$ cat config.mk
export PLATFORM = sky130hd
export DESIGN_NAME = timer_down
export DESIGN_NICKNAME = d
export VERILOG_FILES = /design/src/rtl/timer_down.sv
export SDC_FILE = /design/constraint.sdc
export NUM_CORES = 1
export LEC_CHECK = 0
export CORE_MARGIN = 2
export CORE_UTILIZATION = 55
export CTS_CLUSTER_DIAMETER = 150
export DETAILED_ROUTE_END_ITERATION = 7
export PLACE_DENSITY = 0.8
export SYNTH_ARGS = -nofsm -noshare
export SYNTH_HDL_FRONTEND = slang
export SYNTH_SLANG_ARGS = --single-unit
export TNS_END_PERCENT = 1
$ cat constraint.sdc
create_clock -name CLK -period 2.85 [get_ports CLK]
set_clock_uncertainty 0.2 [all_clocks]
set_input_delay 0.57 -clock CLK [delete_from_list [all_inputs] [get_ports CLK]]
set_output_delay 0.57 -clock CLK [all_outputs]
set_load 0.01 [all_outputs]
$ cat src/rtl/timer_down.sv
// timer_down: M:SS countdown timer (minutes 0-9, tens of seconds 0-5, seconds 0-9).
// A clamped BCD preset is loaded, then decremented once per CLK_DIV clocks while running.
// Reaching 0:00 pulses DONE for one cycle.
// Optional feature macro: TIMER_ALARM_EN. When it is defined, an ALARM state holds ALARM
// high for ALARM_LEN ticks after 0:00, or until START or LOAD ends it.
// When it is undefined, the timer returns straight to IDLE and ALARM stays 0.
module timer_down #(
    parameter int unsigned CLK_DIV   = 25000000,
    parameter int unsigned ALARM_LEN = 10
) (
    input  logic       CLK,
    input  logic       RESET_N,
    input  logic       LOAD,
    input  logic [3:0] LOAD_M,
    input  logic [3:0] LOAD_10,
    input  logic [3:0] LOAD_1,
    input  logic       START,
    input  logic       PAUSE,
    output logic [3:0] COUNT_M,
    output logic [3:0] COUNT_10,
    output logic [3:0] COUNT_1,
    output logic       RUNNING,
    output logic       DONE,
    output logic       ALARM
);

    localparam int unsigned PW = (CLK_DIV > 1) ? $clog2(CLK_DIV) : 1;

    // Elaboration-time guards on the parameter ranges
    if (CLK_DIV < 2) begin : g_bad_clk_div
        $error("timer_down: CLK_DIV must be at least 2");
    end
    if (ALARM_LEN < 1) begin : g_bad_alarm_len
        $error("timer_down: ALARM_LEN must be at least 1");
    end

    typedef enum logic [1:0] {
        S_IDLE   = 2'd0,
        S_RUN    = 2'd1,
        S_PAUSED = 2'd2,
        S_ALARM  = 2'd3
    } state_t;

    state_t          state_q;
    state_t          state_d;
    logic [PW-1:0]   presc_q;
    logic [PW-1:0]   presc_d;
    logic [3:0]      m_d;
    logic [3:0]      t_d;
    logic [3:0]      o_d;
    logic [3:0]      m_dec;
    logic [3:0]      t_dec;
    logic [3:0]      o_dec;
    logic            done_d;
    logic            tick;
    logic            is_zero;
    logic            at_one;

`ifdef TIMER_ALARM_EN
    localparam int unsigned AW = (ALARM_LEN > 1) ? $clog2(ALARM_LEN) : 1;
    logic [AW-1:0]   alm_q;
    logic [AW-1:0]   alm_d;
`endif

    // Count status and prescaler terminal value
    assign tick    = (presc_q == PW'(CLK_DIV - 1));
    assign is_zero = (COUNT_M == 4'd0) && (COUNT_10 == 4'd0) && (COUNT_1 == 4'd0);
    assign at_one  = (COUNT_M == 4'd0) && (COUNT_10 == 4'd0) && (COUNT_1 == 4'd1);

    // One-second decrement of the BCD digits with borrow from seconds into tens into minutes
    always_comb begin
        m_dec = COUNT_M;
        t_dec = COUNT_10;
        o_dec = COUNT_1;
        if (COUNT_1 != 4'd0) begin
            o_dec = COUNT_1 - 4'd1;
        end else begin
            o_dec = 4'd9;
            if (COUNT_10 != 4'd0) begin
                t_dec = COUNT_10 - 4'd1;
            end else begin
                t_dec = 4'd5;
                m_dec = COUNT_M - 4'd1;
            end
        end
    end

    // State register
    always_ff @(posedge CLK or negedge RESET_N) begin
        if (!RESET_N) begin
            state_q <= S_IDLE;
        end else begin
            state_q <= state_d;
        end
    end

    // Next state and datapath updates; LOAD beats START, START beats PAUSE
    always_comb begin
        state_d = state_q;
        presc_d = presc_q;
        m_d     = COUNT_M;
        t_d     = COUNT_10;
        o_d     = COUNT_1;
        done_d  = 1'b0;
`ifdef TIMER_ALARM_EN
        alm_d   = alm_q;
`endif
        if (LOAD) begin
            m_d     = (LOAD_M  > 4'd9) ? 4'd9 : LOAD_M;
            t_d     = (LOAD_10 > 4'd5) ? 4'd5 : LOAD_10;
            o_d     = (LOAD_1  > 4'd9) ? 4'd9 : LOAD_1;
            presc_d = '0;
            state_d = S_IDLE;
`ifdef TIMER_ALARM_EN
            alm_d   = '0;
`endif
        end else begin
            case (state_q)
                S_IDLE: begin
                    if (START && !is_zero) begin
                        state_d = S_RUN;
                        presc_d = '0;
                    end
                end
                S_PAUSED: begin
                    // Prescaler is kept so the sub-second phase survives the pause
                    if (START && !is_zero) begin
                        state_d = S_RUN;
                    end
                end
                S_RUN: begin
                    if (tick) begin
                        presc_d = '0;
                        if (is_zero) begin
                            state_d = S_IDLE;
                        end else begin
                            m_d = m_dec;
                            t_d = t_dec;
                            o_d = o_dec;
                            if (at_one) begin
                                done_d = 1'b1;
`ifdef TIMER_ALARM_EN
                                state_d = S_ALARM;
                                alm_d   = '0;
`else
                                state_d = S_IDLE;
`endif
                            end else if (PAUSE) begin
                                state_d = S_PAUSED;
                            end
                        end
                    end else begin
                        presc_d = presc_q + PW'(1);
                        if (PAUSE) begin
                            state_d = S_PAUSED;
                        end
                    end
                end
`ifdef TIMER_ALARM_EN
                S_ALARM: begin
                    if (START) begin
                        state_d = S_IDLE;
                        presc_d = '0;
                        alm_d   = '0;
                    end else if (tick) begin
                        presc_d = '0;
                        if (alm_q == AW'(ALARM_LEN - 1)) begin
                            state_d = S_IDLE;
                            alm_d   = '0;
                        end else begin
                            alm_d = alm_q + AW'(1);
                        end
                    end else begin
                        presc_d = presc_q + PW'(1);
                    end
                end
`endif
                default: begin
                    state_d = S_IDLE;
                end
            endcase
        end
    end

    // Registered digits, prescaler and status outputs
    always_ff @(posedge CLK or negedge RESET_N) begin
        if (!RESET_N) begin
            presc_q  <= '0;
            COUNT_M  <= 4'd0;
            COUNT_10 <= 4'd0;
            COUNT_1  <= 4'd0;
            RUNNING  <= 1'b0;
            DONE     <= 1'b0;
            ALARM    <= 1'b0;
        end else begin
            presc_q  <= presc_d;
            COUNT_M  <= m_d;
            COUNT_10 <= t_d;
            COUNT_1  <= o_d;
            RUNNING  <= (state_d == S_RUN);
            DONE     <= done_d;
`ifdef TIMER_ALARM_EN
            ALARM    <= (state_d == S_ALARM);
`else
            ALARM    <= 1'b0;
`endif
        end
    end

`ifdef TIMER_ALARM_EN
    // Alarm duration counter, counted in prescaler ticks
    always_ff @(posedge CLK or negedge RESET_N) begin
        if (!RESET_N) begin
            alm_q <= '0;
        end else begin
            alm_q <= alm_d;
        end
    end
`endif

endmodule

==> impl_metrics.csv, run 1 <==
group,metric,value,unit
critical_path,r2r_end,"COUNT_10[0]$_DFFE_PN0P_",
cells_and_area,fin_util,0.678,
sta,worst_pin_slew,913,ps
logic_synthesis,syn_area,0.00242,mm²
detailed_routing,vias_per_cell,6.19,
global_route,grt_pass1_vias,2028,
sta,drv_slew,0,
critical_path,worst_ep_arrival_time,2610,ps
power_and_ir_drop,p_per_area,436,mW/mm²
floorplanning,initial_utilization,0.564,
cells_and_area,area_growth_syn_to_layout,20.2,%
power_and_ir_drop,p_seq_frac,0.491,
outcome,status,"completed",
detailed_routing,drt.antenna.violating_nets,0,
detailed_routing,drt-wirelength-per-cell,15.6,µm
logic_synthesis,synthCells,272,
global_route,grt_start_max_net_pins,42,
critical_path,cp.required,2870,ps
sta,final_hold_viol_count,0,
cells_and_area,layout-drive-gt1-share,0.0787,
power_and_ir_drop,switching_power,308,µW
global_route,overflow,0,
critical_path,worst_setup_path_end_kind,"register",
sta,max_slew_margin,0.391,
critical_path,r2r_slack,260,ps
logic_synthesis,yosysTopAreaCellShare,0.424,
logic_synthesis,seq_area_frac_synth,0.424,
critical_path,r2r_start,"presc_q[7]$_DFFE_PN0P_",
cts,cts_buffers,5,
cts,clock_latency,300,ps
logic_synthesis,ys_seq_elements,41,
logic_synthesis,yosysWarnings,0,
floorplanning,rows,24,
detailed_routing,drt_iter0_markers,187,
logic_synthesis,post-synth-top-count-cell,"dfrtp_1",
cells_and_area,finalNetCount,323,
power_and_ir_drop,ir_worst_vdd,0.224,mV
critical_path,crit_fanout,7,
detailed_routing,first_pass_iters,6,
floorplanning,ios,32,
logic_synthesis,ys_types,47,
cts,cts_tree,"built",
floorplanning,die_h,70.4,µm
cts,clk_pin_slew,80,ps
power_and_ir_drop,pwr-share-comb,0.122,
cts,ctsHtreeMaxLevel,2,
floorplanning,die_area,0.00495,mm²
cts,numClockSinks,41,
place,port_buffers,30,
cts,ctsHoldBuffers,0,
critical_path,reg2reg_depth,5,
place,place_congestion,0.789,
global_route,antenna_found_initial,0,
logic_synthesis,synth_edf_count,0,
logic_synthesis,async_reset_ff_frac,1.00,
global_route,grt_pass1_wl,9490,µm
logic_synthesis,synth_area_leaders,"dfrtp_1 42%, nor2_1 4.3%, xnor2_1 4.0%, nor4_1 3.9%, a21oi_1 3.5%",
cts,cts.repair.resized,0,
logic_synthesis,syn-num-nets,291,
detailed_routing,route.detailed.drc,0,
place,hpwlAfterDp,3950,µm
global_route,grt_use_total,0.238,
sta,fmax,386,MHz
power_and_ir_drop,p_leak,0.00108,µW
cells_and_area,antenna_cells,0,
critical_path,cp-start-kind,"register",
logic_synthesis,synth_top_area_cell,"dfrtp_1",
cts,clock_path_buffers,2,
flow_run,cap_violations,0,
critical_path,worstSetupPathType,"register to register",
min_path,hold_class,"input port to async pin",
logic_synthesis,synth_ff_type,"dfrtp_1",
sta,finalSetupViolations,0,
power_and_ir_drop,clkPwrFrac,0.388,
logic_synthesis,syn_avg_cell_area,8.91,µm²
sta,rsz0062_at_grt,"no",
sta,period_needed,2590,ps
sta,setup-tns-final,0,ps
cts,post-cts-setup-buffer-count,0,
cts,root_buffer,"clkbuf_8",
logic_synthesis,synth_common_cells,"41 x dfrtp_1, 28 x nor2_1, 21 x nand2_1, 17 x a21oi_1, 17 x nand3_1",
floorplanning,core,0.00429,mm²
power_and_ir_drop,swShare,0.242,
detailed_routing,vias,2210,
sta,fin_crit_sh,0.909,
detailed_routing,drt_wl_total,5570,µm
power_and_ir_drop,p_int,962,µW
floorplanning,die_x,70.4,µm
state kept, by name (all words and copies together) (netlist names):
name	cells
COUNT_1	4
COUNT_10	4
COUNT_M	4
DONE	1
RUNNING	1
presc_q	25
state_q	2
worst max-delay path, cell delays in order (launching register included):
cell and delay [ps]:
dfrtp_1 460, nor4_4 330, nand4_2 250, or4_1 710
or3_1 400, a31oi_1 160
per-stage QoR:
stage,hold slack [ps],power [µW],cell area [µm²],setup slack [ps],cells
2_1_floorplan,74.4,704,2420,456,272
3_5_place_dp,313,790,2800,99.2,349
3_3_place_gp,295,788,2800,153,349
6_report,204,1270,2910,258,357
4_1_cts,236,1270,2910,266,357
5_1_grt,280,1320,2910,137,357
worst max-delay path by stage:
stage                                 startpoint                      end  slack (ps)  cells past startpoint
after floorplan                             LOAD  presc_q[22]$_DFFE_PN0P_         460                      7
after global placement                      LOAD  presc_q[24]$_DFFE_PN0P_         150                      6
after detailed placement                    LOAD  presc_q[24]$_DFFE_PN0P_         100                      6
after CTS                 presc_q[7]$_DFFE_PN0P_  COUNT_10[0]$_DFFE_PN0P_         270                      5
after global routing      presc_q[7]$_DFFE_PN0P_  COUNT_10[0]$_DFFE_PN0P_         140                      5
final                     presc_q[7]$_DFFE_PN0P_  COUNT_10[0]$_DFFE_PN0P_         260                      5
layout by cell type, fill, tap and decap left out, types with 8 or more instances in the layout:
cell type,n
or4_1,9
a21oi_1,17
nand3_1,17
o21ai_0,11
and4_1,8
xnor2_1,11
o31ai_1,8
nor4_1,15
clkdlybuf4s50_1,29
nand2_1,21
buf_4,9
nor2_1,28
dfrtp_1,41
or3_1,10
logic make-up (layout without fill, tap and decap cells):
| logic type | count (synthesis) | count (layout) | synth area share |
|---|---|---|---|
| other | 1 | 1 | 0.00155 |
| multiplexers | 3 | 3 | 0.0124 |
| AO/OA/AOI/OAI | 53 | 53 | 0.137 |
| AND/OR/NAND/NOR | 139 | 139 | 0.334 |
| buffers and inverters | 20 | 53 | 0.0336 |
| flip-flops | 41 | 41 | 0.424 |
| XOR/XNOR | 13 | 13 | 0.0470 |
| adder cells (fa/ha/maj) | 2 | 2 | 0.0103 |
power by group through the flow:
stage               registers, µW  clock network (µW)  logic [µW]
floorplan                     636                   0        68.2
global placement              634                   0         154
detailed placement            634                   0         155
CTS                           623                 496         156
global route                  626                 520         172
finish                        623                 492         155
area by class of cell:
type | count | area [µm²]
Tap cell | 52 | 65.1
Sequential cell | 41 | 1030
Timing Repair Buffer | 39 | 363
Inverter | 6 | 22.5
Clock buffer | 7 | 86.3
Fill cell | 368 | 1380
Multi-Input combinational cell | 211 | 1320
Clock inverter | 1 | 30.0
layer usage:
metal / vias to the layer above / global-route usage / wire (µm)
li1: 1082 / - / -
met1: 1069 / 0.311 / 2520
met2: 51 / 0.399 / 2730
met3: 8 / 0.0433 / 239
met4: 0 / 0.0726 / 80
met5: - / 0 / 0
No activity file was read; power rests on OpenSTA's default activity.
==> run 2: changes to the inputs <==
--- a/config.mk
+++ b/config.mk
@@ -10,6 +10,7 @@
 export CTS_CLUSTER_DIAMETER = 150
 export DETAILED_ROUTE_END_ITERATION = 7
 export PLACE_DENSITY = 0.8
+export SLEW_MARGIN = 30
 export SYNTH_ARGS = -nofsm -noshare
 export SYNTH_HDL_FRONTEND = slang
 export SYNTH_SLANG_ARGS = --single-unit
==> run 2 against run 1 <==
Net effect:
- non-clock buffer count unchanged
- sequential share of layout area about the same
- design area about the same
- combinational power about the same
- die area unchanged
- critical path depth unchanged
- global-route usage unchanged
- fmax unchanged
- sequential power about the same
- clock power about the same
- critical path type unchanged
- critical endpoint unchanged
- largest cell class unchanged
==> impl_metrics.csv, run 2 (same netlist as run 1, synthesis figures left out) <==
group,metric,value,unit
outcome,status,"completed",
sta,finalWorstSetupSlack,258,ps
power_and_ir_drop,ir_worst_vdd,0.224,mV
power_and_ir_drop,clkPwrFrac,0.387,
cells_and_area,regArea,0.00103,mm²
detailed_routing,vias_per_cell,6.19,
cells_and_area,area_growth_syn_to_layout,20.4,%
cts,cts_buffers,5,
cells_and_area,antenna_cells,0,
cells_and_area,final_common_cell,"dfrtp_1",
critical_path,worstSetupPathType,"register to register",
place,dp_slack,99.2,ps
critical_path,cp-start-kind,"register",
cells_and_area,largest_reg_flops,25,
sta,holdWs,48.5,ps
critical_path,crit_fanout,7,
cts,ctsHtreeMaxLevel,2,
cells_and_area,multi_input_area,0.00132,mm²
global_route,antenna_found_initial,0,
global_route,overflow,0,
min_path,hold_class,"input port to async pin",
cts,clk_pin_slew,80,ps
floorplanning,ios,32,
place,port_buffers,30,
cells_and_area,layout-drive-gt1-share,0.0787,
sta,setup-tns-final,0,ps
cts,clock_path_buffers,2,
detailed_routing,drt_iter0_markers,187,
floorplanning,die_area,0.00495,mm²
sta,max_slew_margin,0.565,
cts,ctsHoldBuffers,0,
floorplanning,core,0.00429,mm²
place,hpwlAfterDp,3950,µm
detailed_routing,drt-wirelength-per-cell,15.6,µm
global_route,grt_use_total,0.238,
detailed_routing,first_pass_iters,6,
floorplanning,rows,24,
sta,finalSetupViolations,0,
cells_and_area,final_area,0.00292,mm²
place,place_congestion,0.789,
cts,clock_latency,300,ps
detailed_routing,drt.antenna.violating_nets,0,
power_and_ir_drop,p_int,963,µW
floorplanning,initial_utilization,0.564,
sta,period_needed,2590,ps
power_and_ir_drop,pwr-share-comb,0.122,
cts,cts_tree,"built",
detailed_routing,drt_wl_total,5570,µm
cells_and_area,mostFrequentLayoutCells,"41 x dfrtp_1, 29 x clkdlybuf4s50_1, 28 x nor2_1",
global_route,grt_start_max_net_pins,42,
place,place_area,0.00280,mm²
sta,worst_pin_slew,646,ps
critical_path,worst_setup_path_end_kind,"register",
power_and_ir_drop,switching_power,308,µW
power_and_ir_drop,p_per_area,436,mW/mm²
sta,final_hold_viol_count,0,
power_and_ir_drop,p_leak,0.00108,µW
floorplanning,die_x,70.4,µm
critical_path,worst_ep_arrival_time,2610,ps
sta,fin_crit_sh,0.909,
detailed_routing,vias,2210,
sta,rsz0062_at_grt,"no",
global_route,grt_pass1_vias,2028,
flow_run,cap_violations,0,
cts,cts.repair.resized,0,
floorplanning,die_h,70.4,µm
cells_and_area,finalNetCount,323,
cts,post-cts-setup-buffer-count,0,
power_and_ir_drop,p_seq_frac,0.490,
power_and_ir_drop,swShare,0.242,
sta,drv_slew,0,
cells_and_area,fillerInstances,368,
power_and_ir_drop,power,1270,µW
cts,numClockSinks,41,
global_route,grt_pass1_wl,9490,µm
detailed_routing,route.detailed.drc,0,
sta,fmax,386,MHz
critical_path,cp.required,2870,ps
cells_and_area,top_register,"presc_q",
cts,root_buffer,"clkbuf_8",
run 2: changes by cell type in the layout (fill, tap and decap cells not counted):
cell,previous run,this run
buf_4,9,10
buf_2,1,0
run 2: power groups by stage:
| stage | registers (µW) | clock network, µW | logic (µW) |
|---|---|---|---|
| after floorplan | 636 | 0 | 68.2 |
| after global placement | 634 | 0 | 154 |
| after detailed placement | 634 | 0 | 155 |
| after CTS | 623 | 496 | 156 |
| after global routing | 626 | 520 | 172 |
| final | 623 | 492 | 155 |
run 2: per-layer routing:
metal	vias up	GRT usage	share of wire
met5	-	0	0
li1	1082	-	-
met2	51	0.399	0.49
met4	0	0.0726	0.014
met3	8	0.0433	0.043
met1	1069	0.311	0.45
run 2: path summary, 6_finish.rpt:
check,start,end,slack [ps],depth (start not counted)
worst max-delay path,presc_q[7]$_DFFE_PN0P_,COUNT_10[0]$_DFFE_PN0P_,260,5
worst min-delay path,RESET_N,presc_q[11]$_DFFE_PN0P_,50,1
worst max register to register,presc_q[7]$_DFFE_PN0P_,COUNT_10[0]$_DFFE_PN0P_,260,5
worst min register to register,presc_q[1]$_DFFE_PN0P_,presc_q[1]$_DFFE_PN0P_,330,1
max in group asynchronous,RESET_N,COUNT_10[2]$_DFFE_PN0P_,2050,1
min in group CLK,presc_q[1]$_DFFE_PN0P_,presc_q[1]$_DFFE_PN0P_,330,1
run 2: critical path, cell delays in order, from the launching register on:
cell     delay (ps)
dfrtp_1         460
nor4_4          330
nand4_2         250
or4_1           710
or3_1           400
a31oi_1         160
run 2: area by class of cell:
type                       count  share of cell area
clock buffer                   7              0.0296
clock inverter                 1              0.0103
timing repair buffer          39               0.125
inverter                       6             0.00773
multi-input combinational    211               0.453
tap                           52              0.0223
sequential                    41               0.352
run 2: per-stage QoR:
step | utilization | instances
floorplan | - | 272
global placement | 0.651 | 349
detailed placement | 0.651 | 349
CTS | 0.678 | 357
global route | 0.679 | 357
finish | 0.679 | 357
